==> config.mk <==
export PLATFORM = sky130hd
export DESIGN_NAME = jtag_scan_engine_flat
export DESIGN_NICKNAME = d
export VERILOG_FILES = /design/src/rtl/jtag_scan_if.sv /design/src/rtl/jtag_scan_engine.sv /design/src/flat_wrapper.sv
export SDC_FILE = /design/constraint.sdc
export NUM_CORES = 1
export LEC_CHECK = 0
export CORE_ASPECT_RATIO = 0.75
export CORE_MARGIN = 1
export CORE_UTILIZATION = 50
export CTS_CLUSTER_DIAMETER = 150
export CTS_CLUSTER_SIZE = 14
export DETAILED_ROUTE_END_ITERATION = 8
export PLACE_DENSITY = 0.78
export SLEW_MARGIN = 20
export SYNTH_ARGS = -nofsm -noshare
export SYNTH_HDL_FRONTEND = slang
export SYNTH_SLANG_ARGS = --single-unit
==> constraint.sdc <==
create_clock -name clk -period 2.6 [get_ports clk]
set_clock_uncertainty 0.1 [all_clocks]
set_input_delay 0.78 -clock clk [delete_from_list [all_inputs] [get_ports clk]]
set_output_delay 0.78 -clock clk [all_outputs]
set_load 0.03 [all_outputs]
==> src/rtl/jtag_scan_if.sv <==
// jtag_scan_if: command handshake, JTAG pins and TX/RX FIFO ports of jtag_scan_engine.
// The engine uses the slave modport; the command source and FIFOs use master.
interface jtag_scan_if #(
    parameter int WORD = 8
);
    logic            cmd_valid;
    logic            cmd_ready;
    logic [1:0]      cmd_op;
    logic [15:0]     cmd_len;
    logic            busy;
    logic            done;
    logic            tck;
    logic            tms;
    logic            tdi;
    logic            tdo;
    logic [WORD-1:0] tx_rdata;
    logic            tx_rd;
    logic            tx_empty;
    logic [WORD-1:0] rx_wdata;
    logic            rx_wr;
    logic            rx_full;

    modport master (
        output cmd_valid, cmd_op, cmd_len, tdo, tx_rdata, tx_empty, rx_full,
        input  cmd_ready, busy, done, tck, tms, tdi, tx_rd, rx_wdata, rx_wr
    );

    modport slave (
        input  cmd_valid, cmd_op, cmd_len, tdo, tx_rdata, tx_empty, rx_full,
        output cmd_ready, busy, done, tck, tms, tdi, tx_rd, rx_wdata, rx_wr
    );
endinterface

==> src/rtl/jtag_scan_engine.sv <==
// jtag_scan_engine: JTAG scan engine running IR/DR shifts, TAP reset and idle clocks from TX/RX FIFOs.
// TDO capture into the RX FIFO exists only when JTAG_SCAN_CAPTURE_EN is defined.
module jtag_scan_engine #(
    parameter int WORD       = 8,
    parameter int FIFO_DEPTH = 16,
    parameter int CLK_DIV    = 2,
    parameter int IDLE_AFTER = 1
) (
    input logic        clk,
    input logic        rst,
    jtag_scan_if.slave bus
);
`ifdef JTAG_SCAN_CAPTURE_EN
    localparam bit CAP = 1'b1;
`else
    localparam bit CAP = 1'b0;
`endif
    localparam int BW = (WORD > 1 && FIFO_DEPTH >= 0) ? $clog2(WORD) : 1;

    typedef enum logic [2:0] {IDLE, NAV, LOAD, SHIFT, STALL, EXIT, DONE} state_t;

    state_t          r_state;
    logic [1:0]      r_op;
    logic [15:0]     r_cnt;
    logic [15:0]     r_div;
    logic [5:0]      r_nav;
    logic [2:0]      r_nav_n;
    logic [BW-1:0]   r_bit;
    logic [WORD-1:0] r_tx;
    logic [WORD-1:0] r_rx;
    logic [WORD-1:0] r_rx_wdata;
    logic            r_first;
    logic            r_ready;
    logic            r_busy;
    logic            r_done;
    logic            r_tck;
    logic            r_tms;
    logic            r_tdi;
    logic            r_tx_rd;
    logic            r_rx_wr;

    logic            w_run, w_tick, w_rise, w_end, w_final, w_wend, w_nav_last;
    logic            w_pop, w_push, w_hold, w_adv, w_accept;
    logic [15:0]     w_ncnt;
    logic [WORD-1:0] w_src;
    logic [5:0]      w_seq;
    logic [2:0]      w_seq_n;

    assign w_run      = r_state == NAV || r_state == SHIFT || r_state == EXIT;
    assign w_tick     = r_div == 16'(CLK_DIV - 1);
    assign w_rise     = !r_tck && w_tick;
    assign w_end      = r_tck && w_tick;
    assign w_final    = r_cnt == 16'd1;
    assign w_wend     = r_bit == BW'(WORD - 1);
    assign w_nav_last = (r_op == 2'b11) ? w_final : r_nav_n == 3'd1;
    // r_first marks the LOAD pop; afterwards pops/pushes fall on word boundaries and the final bit
    assign w_pop      = r_first || (!w_final && w_wend);
    assign w_push     = CAP && !r_first && (w_final || w_wend);
    assign w_hold     = (w_pop && bus.tx_empty) || (w_push && bus.rx_full);
    assign w_adv      = !w_hold && (r_state == LOAD || r_state == STALL || (r_state == SHIFT && w_end));
    assign w_ncnt     = r_first ? r_cnt : r_cnt - 16'd1;
    assign w_src      = w_pop ? bus.tx_rdata : r_tx;
    assign w_accept   = r_state == IDLE && r_ready && bus.cmd_valid;
    // TMS walks from Run-Test/Idle, LSB first: Shift-IR, Shift-DR, Test-Logic-Reset then Idle
    assign w_seq      = bus.cmd_op == 2'b00 ? 6'b000011 : bus.cmd_op == 2'b01 ? 6'b000001 :
                        bus.cmd_op == 2'b10 ? 6'b011111 : 6'b000000;
    assign w_seq_n    = bus.cmd_op == 2'b00 ? 3'd4 : bus.cmd_op == 2'b01 ? 3'd3 : 3'd6;

    always_ff @(posedge clk) begin
        if (!rst) begin
            r_state    <= IDLE;
            r_op       <= '0;
            r_cnt      <= '0;
            r_div      <= '0;
            r_nav      <= '0;
            r_nav_n    <= '0;
            r_bit      <= '0;
            r_tx       <= '0;
            r_rx       <= '0;
            r_rx_wdata <= '0;
            r_first    <= 1'b0;
            r_ready    <= 1'b0;
            r_busy     <= 1'b0;
            r_done     <= 1'b0;
            r_tck      <= 1'b0;
            r_tms      <= 1'b0;
            r_tdi      <= 1'b0;
            r_tx_rd    <= 1'b0;
            r_rx_wr    <= 1'b0;
        end else begin
            r_tx_rd <= 1'b0;
            r_rx_wr <= 1'b0;
            r_done  <= 1'b0;
            if (w_run) begin
                r_div <= w_tick ? 16'd0 : r_div + 16'd1;
                if (w_tick) r_tck <= !r_tck;
                if (w_rise && r_state == SHIFT) r_rx[r_bit] <= bus.tdo;
            end
            case (r_state)
                IDLE: begin
                    if (w_accept) begin
                        r_ready <= 1'b0;
                        r_busy  <= 1'b1;
                        r_op    <= bus.cmd_op;
                        r_cnt   <= bus.cmd_len;
                        r_div   <= '0;
                        r_nav   <= w_seq >> 1;
                        r_nav_n <= w_seq_n;
                        r_first <= 1'b1;
                        r_bit   <= '0;
                        r_rx    <= '0;
                        if (bus.cmd_op != 2'b10 && bus.cmd_len == 16'd0) begin
                            r_state <= DONE;
                            r_done  <= 1'b1;
                        end else begin
                            r_state <= NAV;
                            r_tms   <= w_seq[0];
                        end
                    end else begin
                        r_ready <= 1'b1;
                    end
                end
                NAV: begin
                    if (w_end && w_nav_last) begin
                        r_state <= r_op[1] ? DONE : LOAD;
                        r_done  <= r_op[1];
                    end else if (w_end) begin
                        r_tms   <= r_nav[0];
                        r_nav   <= r_nav >> 1;
                        r_nav_n <= r_nav_n - 3'd1;
                        r_cnt   <= (r_op == 2'b11) ? r_cnt - 16'd1 : r_cnt;
                    end
                end
                LOAD, SHIFT, STALL: if (w_hold && (r_state != SHIFT || w_end)) r_state <= STALL;
                EXIT: begin
                    if (w_end && r_nav_n == 3'd1) begin
                        r_state <= DONE;
                        r_done  <= 1'b1;
                    end else if (w_end) begin
                        r_tms   <= 1'b0;
                        r_nav_n <= r_nav_n - 3'd1;
                    end
                end
                DONE: begin
                    r_busy  <= 1'b0;
                    r_ready <= 1'b1;
                    r_state <= IDLE;
                end
                default: r_state <= IDLE;
            endcase
            if (w_adv) begin
                r_tx_rd <= w_pop;
                r_rx_wr <= w_push;
                if (w_push) begin
                    r_rx_wdata <= r_rx;
                    r_rx       <= '0;
                end
                r_first <= 1'b0;
                r_div   <= '0;
                r_tck   <= 1'b0;
                if (w_final && !r_first) begin
                    r_state <= EXIT;
                    r_tms   <= 1'b1;
                    r_nav_n <= (IDLE_AFTER != 0) ? 3'd2 : 3'd1;
                end else begin
                    r_state <= SHIFT;
                    r_cnt   <= w_ncnt;
                    r_tms   <= w_ncnt == 16'd1;
                    r_tdi   <= w_src[0];
                    r_tx    <= w_src >> 1;
                    r_bit   <= (r_first || w_wend) ? BW'(0) : r_bit + BW'(1);
                end
            end
        end
    end

    assign bus.cmd_ready = r_ready;
    assign bus.busy      = r_busy;
    assign bus.done      = r_done;
    assign bus.tck       = r_tck;
    assign bus.tms       = r_tms;
    assign bus.tdi       = r_tdi;
    assign bus.tx_rd     = r_tx_rd;
    assign bus.rx_wdata  = r_rx_wdata;
    assign bus.rx_wr     = r_rx_wr;
endmodule

==> src/flat_wrapper.sv <==
// flat-port wrapper written by rule: the top's interface ports become plain ports
module jtag_scan_engine_flat 
#(
    parameter int WORD       = 8,
    parameter int FIFO_DEPTH = 16,
    parameter int CLK_DIV    = 2,
    parameter int IDLE_AFTER = 1
)
  (clk, rst, bus_cmd_valid, bus_cmd_op, bus_cmd_len, bus_tdo, bus_tx_rdata, bus_tx_empty, bus_rx_full, bus_cmd_ready, bus_busy, bus_done, bus_tck, bus_tms, bus_tdi, bus_tx_rd, bus_rx_wdata, bus_rx_wr);
  jtag_scan_if #(.WORD(WORD)) bus_i ();
  input logic clk;
  input logic rst;
  input wire logic [$bits(bus_i.cmd_valid)-1:0] bus_cmd_valid;
  input wire logic [$bits(bus_i.cmd_op)-1:0] bus_cmd_op;
  input wire logic [$bits(bus_i.cmd_len)-1:0] bus_cmd_len;
  input wire logic [$bits(bus_i.tdo)-1:0] bus_tdo;
  input wire logic [$bits(bus_i.tx_rdata)-1:0] bus_tx_rdata;
  input wire logic [$bits(bus_i.tx_empty)-1:0] bus_tx_empty;
  input wire logic [$bits(bus_i.rx_full)-1:0] bus_rx_full;
  output wire logic [$bits(bus_i.cmd_ready)-1:0] bus_cmd_ready;
  output wire logic [$bits(bus_i.busy)-1:0] bus_busy;
  output wire logic [$bits(bus_i.done)-1:0] bus_done;
  output wire logic [$bits(bus_i.tck)-1:0] bus_tck;
  output wire logic [$bits(bus_i.tms)-1:0] bus_tms;
  output wire logic [$bits(bus_i.tdi)-1:0] bus_tdi;
  output wire logic [$bits(bus_i.tx_rd)-1:0] bus_tx_rd;
  output wire logic [$bits(bus_i.rx_wdata)-1:0] bus_rx_wdata;
  output wire logic [$bits(bus_i.rx_wr)-1:0] bus_rx_wr;
  assign bus_i.cmd_valid = bus_cmd_valid;
  assign bus_i.cmd_op = bus_cmd_op;
  assign bus_i.cmd_len = bus_cmd_len;
  assign bus_i.tdo = bus_tdo;
  assign bus_i.tx_rdata = bus_tx_rdata;
  assign bus_i.tx_empty = bus_tx_empty;
  assign bus_i.rx_full = bus_rx_full;
  assign bus_cmd_ready = bus_i.cmd_ready;
  assign bus_busy = bus_i.busy;
  assign bus_done = bus_i.done;
  assign bus_tck = bus_i.tck;
  assign bus_tms = bus_i.tms;
  assign bus_tdi = bus_i.tdi;
  assign bus_tx_rd = bus_i.tx_rd;
  assign bus_rx_wdata = bus_i.rx_wdata;
  assign bus_rx_wr = bus_i.rx_wr;
  jtag_scan_engine #(.WORD(WORD), .FIFO_DEPTH(FIFO_DEPTH), .CLK_DIV(CLK_DIV), .IDLE_AFTER(IDLE_AFTER)) u_core (.clk(clk), .rst(rst), .bus(bus_i));
endmodule
==> flow_metrics.env, run 1 <==
export IMPL_fmax_mhz=394
export IMPL_ys_types=64
export IMPL_grt_overflow_total=0
export IMPL_cellPowerDensity_nw_per_um2=1220
export IMPL_io_pins=48
export IMPL_htreeDepth=3
export IMPL_synthArstFlopShare_pct=0
export IMPL_root_buffer="clkbuf_16"
export IMPL_antenna_found_initial=0
export IMPL_synth_edf_count=0
export IMPL_initial_core_util_pct=52.7
export IMPL_place_gp_congestion=1.01
export IMPL_min_path_type="flip-flop to flip-flop"
export IMPL_critPathSlowestCell="clkdlybuf4s50_1"
export IMPL_synth_top_area_share_pct=29.2
export IMPL_syn_to_final_growth_pct=25.6
export IMPL_min_period_over_period_pct=97.6
export IMPL_maxCapViolations=0
export IMPL_hpwlAfterDp_mm=9.25
export IMPL_drc_errors=0
export IMPL_maxSlewHeadroom_pct=59.5
export IMPL_holdWs_ps=358
export IMPL_die_area_sq_um=8860
export IMPL_reg2regPathDepth=7
export IMPL_num_antenna_cells=0
export IMPL_syn_cell_area_sq_um=4240
export IMPL_wirelength_mm=12.6
export IMPL_rows=28
export IMPL_hold_path_endpoint="u_core.r_tx[6]"
export IMPL_grt_use_total_pct=30.6
export IMPL_routedWlPerCell_um=17.7
export IMPL_cts_buffer_depth=2
export IMPL_die_y_um=81.8
export IMPL_drtIter0Drc=426
export IMPL_port_buffers=36
export IMPL_worst_setup_path_start_kind="input port"
export IMPL_die_w_um=108
export IMPL_r2r_end="u_core.bus.tms"
export IMPL_path_clk_slew_ps=50
export IMPL_cpMostUsedCell="buf_4"
export IMPL_ir_drop_mv=0.739
export IMPL_finalCriticalPeriod_ps=2540
export IMPL_whs_path_depth=2
export IMPL_synth_top_area_cell="dfxtp_1"
export IMPL_ys_seq_elements=62
export IMPL_postSynthAreaPerCell_sq_um=7.95
export IMPL_utilization_pct=66.2
export IMPL_ant_nets=0
export IMPL_coreArea_sq_um=8060
export IMPL_status="finished, final reports clean"
export IMPL_ys_seq_area_share_pct=29.2
export IMPL_yosys_warnings=0
export IMPL_final_max_slew_viol_count=0
export IMPL_final_nets=641
export IMPL_synthCells=534
export IMPL_clock_sinks=62
export IMPL_layout_drive_gt1_share_pct=17.7
export IMPL_finalSetupViolations=0
export IMPL_route_vias_total=4449
export IMPL_cp_top_family="buffers and inverters"
export IMPL_grt_max_degree=20
export IMPL_end_kind="flip-flop"
export IMPL_path_cells="clkdlybuf4s50_1 > nor4_1 > buf_4 > nand3_1 > nor2_2 > a32o_1 > a41oi_1 > a2111oi_2 > buf_4"
export IMPL_critical_path_required_ps=2780
export IMPL_worstPathArrival_ps=2720
export IMPL_grt_pass1_wl_mm=20.4
export IMPL_cp_buffers_inverters=3
export IMPL_viasPerCell=6.26
export IMPL_ys_top_cells_by_area="dfxtp_1 (29%), nor2_1 (5.9%), nand2_1 (4.2%), xor2_1 (3.9%), a221oi_2 (3.9%)"
export IMPL_p_leak_nw=2.05
export IMPL_tightest_slew_ps=599
export IMPL_cts_tree="built"
export IMPL_cts_setup_buffers=0
export IMPL_worstSetupPathType="input port to flip-flop"
export IMPL_synthFlopType="dfxtp_1"
export IMPL_hold_path_startpoint="u_core.r_tx[6]"
export IMPL_r2r_start="u_core.r_cnt[5]"
export IMPL_setup_tns_ps=0
export IMPL_hold_viol=0
export IMPL_clkLatencyLatePin_ps=340
export IMPL_grt_pass1_vias=4090
export IMPL_rrSetupSlack_ps=150
export IMPL_cts_made_buffers=9
export IMPL_final_cell_mix="nor2_1 (65), dfxtp_1 (60), buf_4 (56)"
export IMPL_dr_pass1_iters=5
export IMPL_path_max_fanout=2
export IMPL_final_common_cell="nor2_1"
export IMPL_max_stage_delay_ps=460
[worst reg2reg max path: stages (launching register included)]
cell      delay, ps
dfxtp_1         350
buf_4           190
nor4_1          420
nor4bb_1        370
xor2_1          220
nor3_1          320
nand4_1         160
a211oi_1        240
[registers in the layout, indices dropped and copies added (netlist names), 2 cells and up]
name,count
u_core.r_cnt,16
u_core.r_nav,4
u_core.r_nav_n,3
u_core.r_state,3
u_core.r_op,2
u_core.r_div,16
u_core.r_bit,3
u_core.r_tx,7
[Yosys cell counts, drive strengths merged (3+ instances only)]
library cell / count
nor2: 67
dfxtp: 62
nand2: 47
a21oi: 32
o21ai: 31
buf: 25
clkbuf: 22
nor4: 19
xor2: 19
nand4: 16
a211oi: 15
xnor2: 15
nor3: 14
inv: 13
a221oi: 12
mux2i: 12
nand3: 12
a31oi: 8
ha: 8
nor4b: 8
and3: 6
nor2b: 6
o31a: 5
and4: 4
nand4b: 4
o21a: 4
a21boi: 3
nand2b: 3
nand3b: 3
o211a: 3
or4: 3
[worst max-delay path by stage]
| stage | start | to | slack [ps] | cells past startpoint |
|---|---|---|---|---|
| 4_1_cts | bus_cmd_len[2] | u_core.bus.done | 9 | 9 |
| 5_1_grt | u_core.r_div[4] | u_core.r_cnt[1] | -8 | 8 |
| 3_5_place_dp | bus_cmd_len[2] | u_core.bus.done | -410 | 9 |
| 2_1_floorplan | u_core.r_cnt[8] | u_core.r_cnt[4] | 270 | 9 |
| 6_report | bus_cmd_len[1] | u_core.bus.done | 60 | 9 |
| 3_3_place_gp | bus_cmd_len[2] | u_core.bus.done | -370 | 9 |
[routing by layer]
metal | part of all wire (%) | wire (um) | vias up | track usage (%)
met5 | 0 | 0 | - | 0
met4 | 2.2 | 278 | 0 | 10.4
met3 | 11 | 1330 | 33 | 9.29
met2 | 42 | 5360 | 252 | 45.4
met1 | 45 | 5650 | 2080 | 42.0
li1 | - | - | 2084 | -
[stage by stage]
step           cells  total power, mW  area, sq um  worst slack [ps]
2_1_floorplan    542             4.00         4270               265
3_3_place_gp     695             5.04         4990              -370
3_5_place_dp     695             5.14         4990              -406
4_1_cts          711             6.35         5280              9.22
5_1_grt          711             6.84         5330             -8.39
6_report         711             6.48         5330              62.9
[what timing repair did]
item	4_1_cts	5_1_grt
setup endpoints to repair	1	48
hold buffers	0	0
pin swaps	0	5
gates resized for setup	2	11
[logic make-up after synthesis]
logic type                 share of synthesized area (%)
other                                             0.0884
muxes                                               3.36
AOI/OAI and AO/OA                                   22.7
buffers and inverters                               7.28
adders and majority gates                           2.36
xor gates and xnor gates                            7.02
and+or+nand+nor                                     28.0
DFF                                                 29.2
[report_power, final]
part | total [mW] | switching, mW | internal, mW
clock network | 1.18 | 0.436 | 0.739
registers | 1.50 | 0.298 | 1.21
logic | 3.80 | 2.21 | 1.59
total | 6.48 | 2.95 | 3.53
[layout make-up]
| class | instances | area, sq um |
|---|---|---|
| clock buffers | 12 | 236 |
| multi-input cells | 420 | 2780 |
| fillers | 676 | 2730 |
| inverters | 13 | 48.8 |
| clock inverters | 4 | 47.5 |
| repair buffers | 95 | 843 |
| flip-flops and latches | 62 | 1240 |
| well taps | 105 | 131 |
(Power assumes the default switching activity.)
==> inputs of run 2 (changes only) <==
--- a/config.mk
+++ b/config.mk
@@ -12,6 +12,7 @@
 export CTS_CLUSTER_SIZE = 14
 export DETAILED_ROUTE_END_ITERATION = 8
 export PLACE_DENSITY = 0.78
+export SKIP_LAST_GASP = 1
 export SLEW_MARGIN = 20
 export SYNTH_ARGS = -nofsm -noshare
 export SYNTH_HDL_FRONTEND = slang
==> results of run 2 <==
Same layout as run 1: the final DEF is identical, and so are final timing and power.
==> inputs of run 3 (changes only) <==
--- a/config.mk
+++ b/config.mk
@@ -9,7 +9,6 @@
 export CORE_MARGIN = 1
 export CORE_UTILIZATION = 50
 export CTS_CLUSTER_DIAMETER = 150
-export CTS_CLUSTER_SIZE = 14
 export DETAILED_ROUTE_END_ITERATION = 8
 export PLACE_DENSITY = 0.78
 export SKIP_LAST_GASP = 1
==> results of run 3 <==
Same layout as run 1: the final DEF is identical, and so are final timing and power.
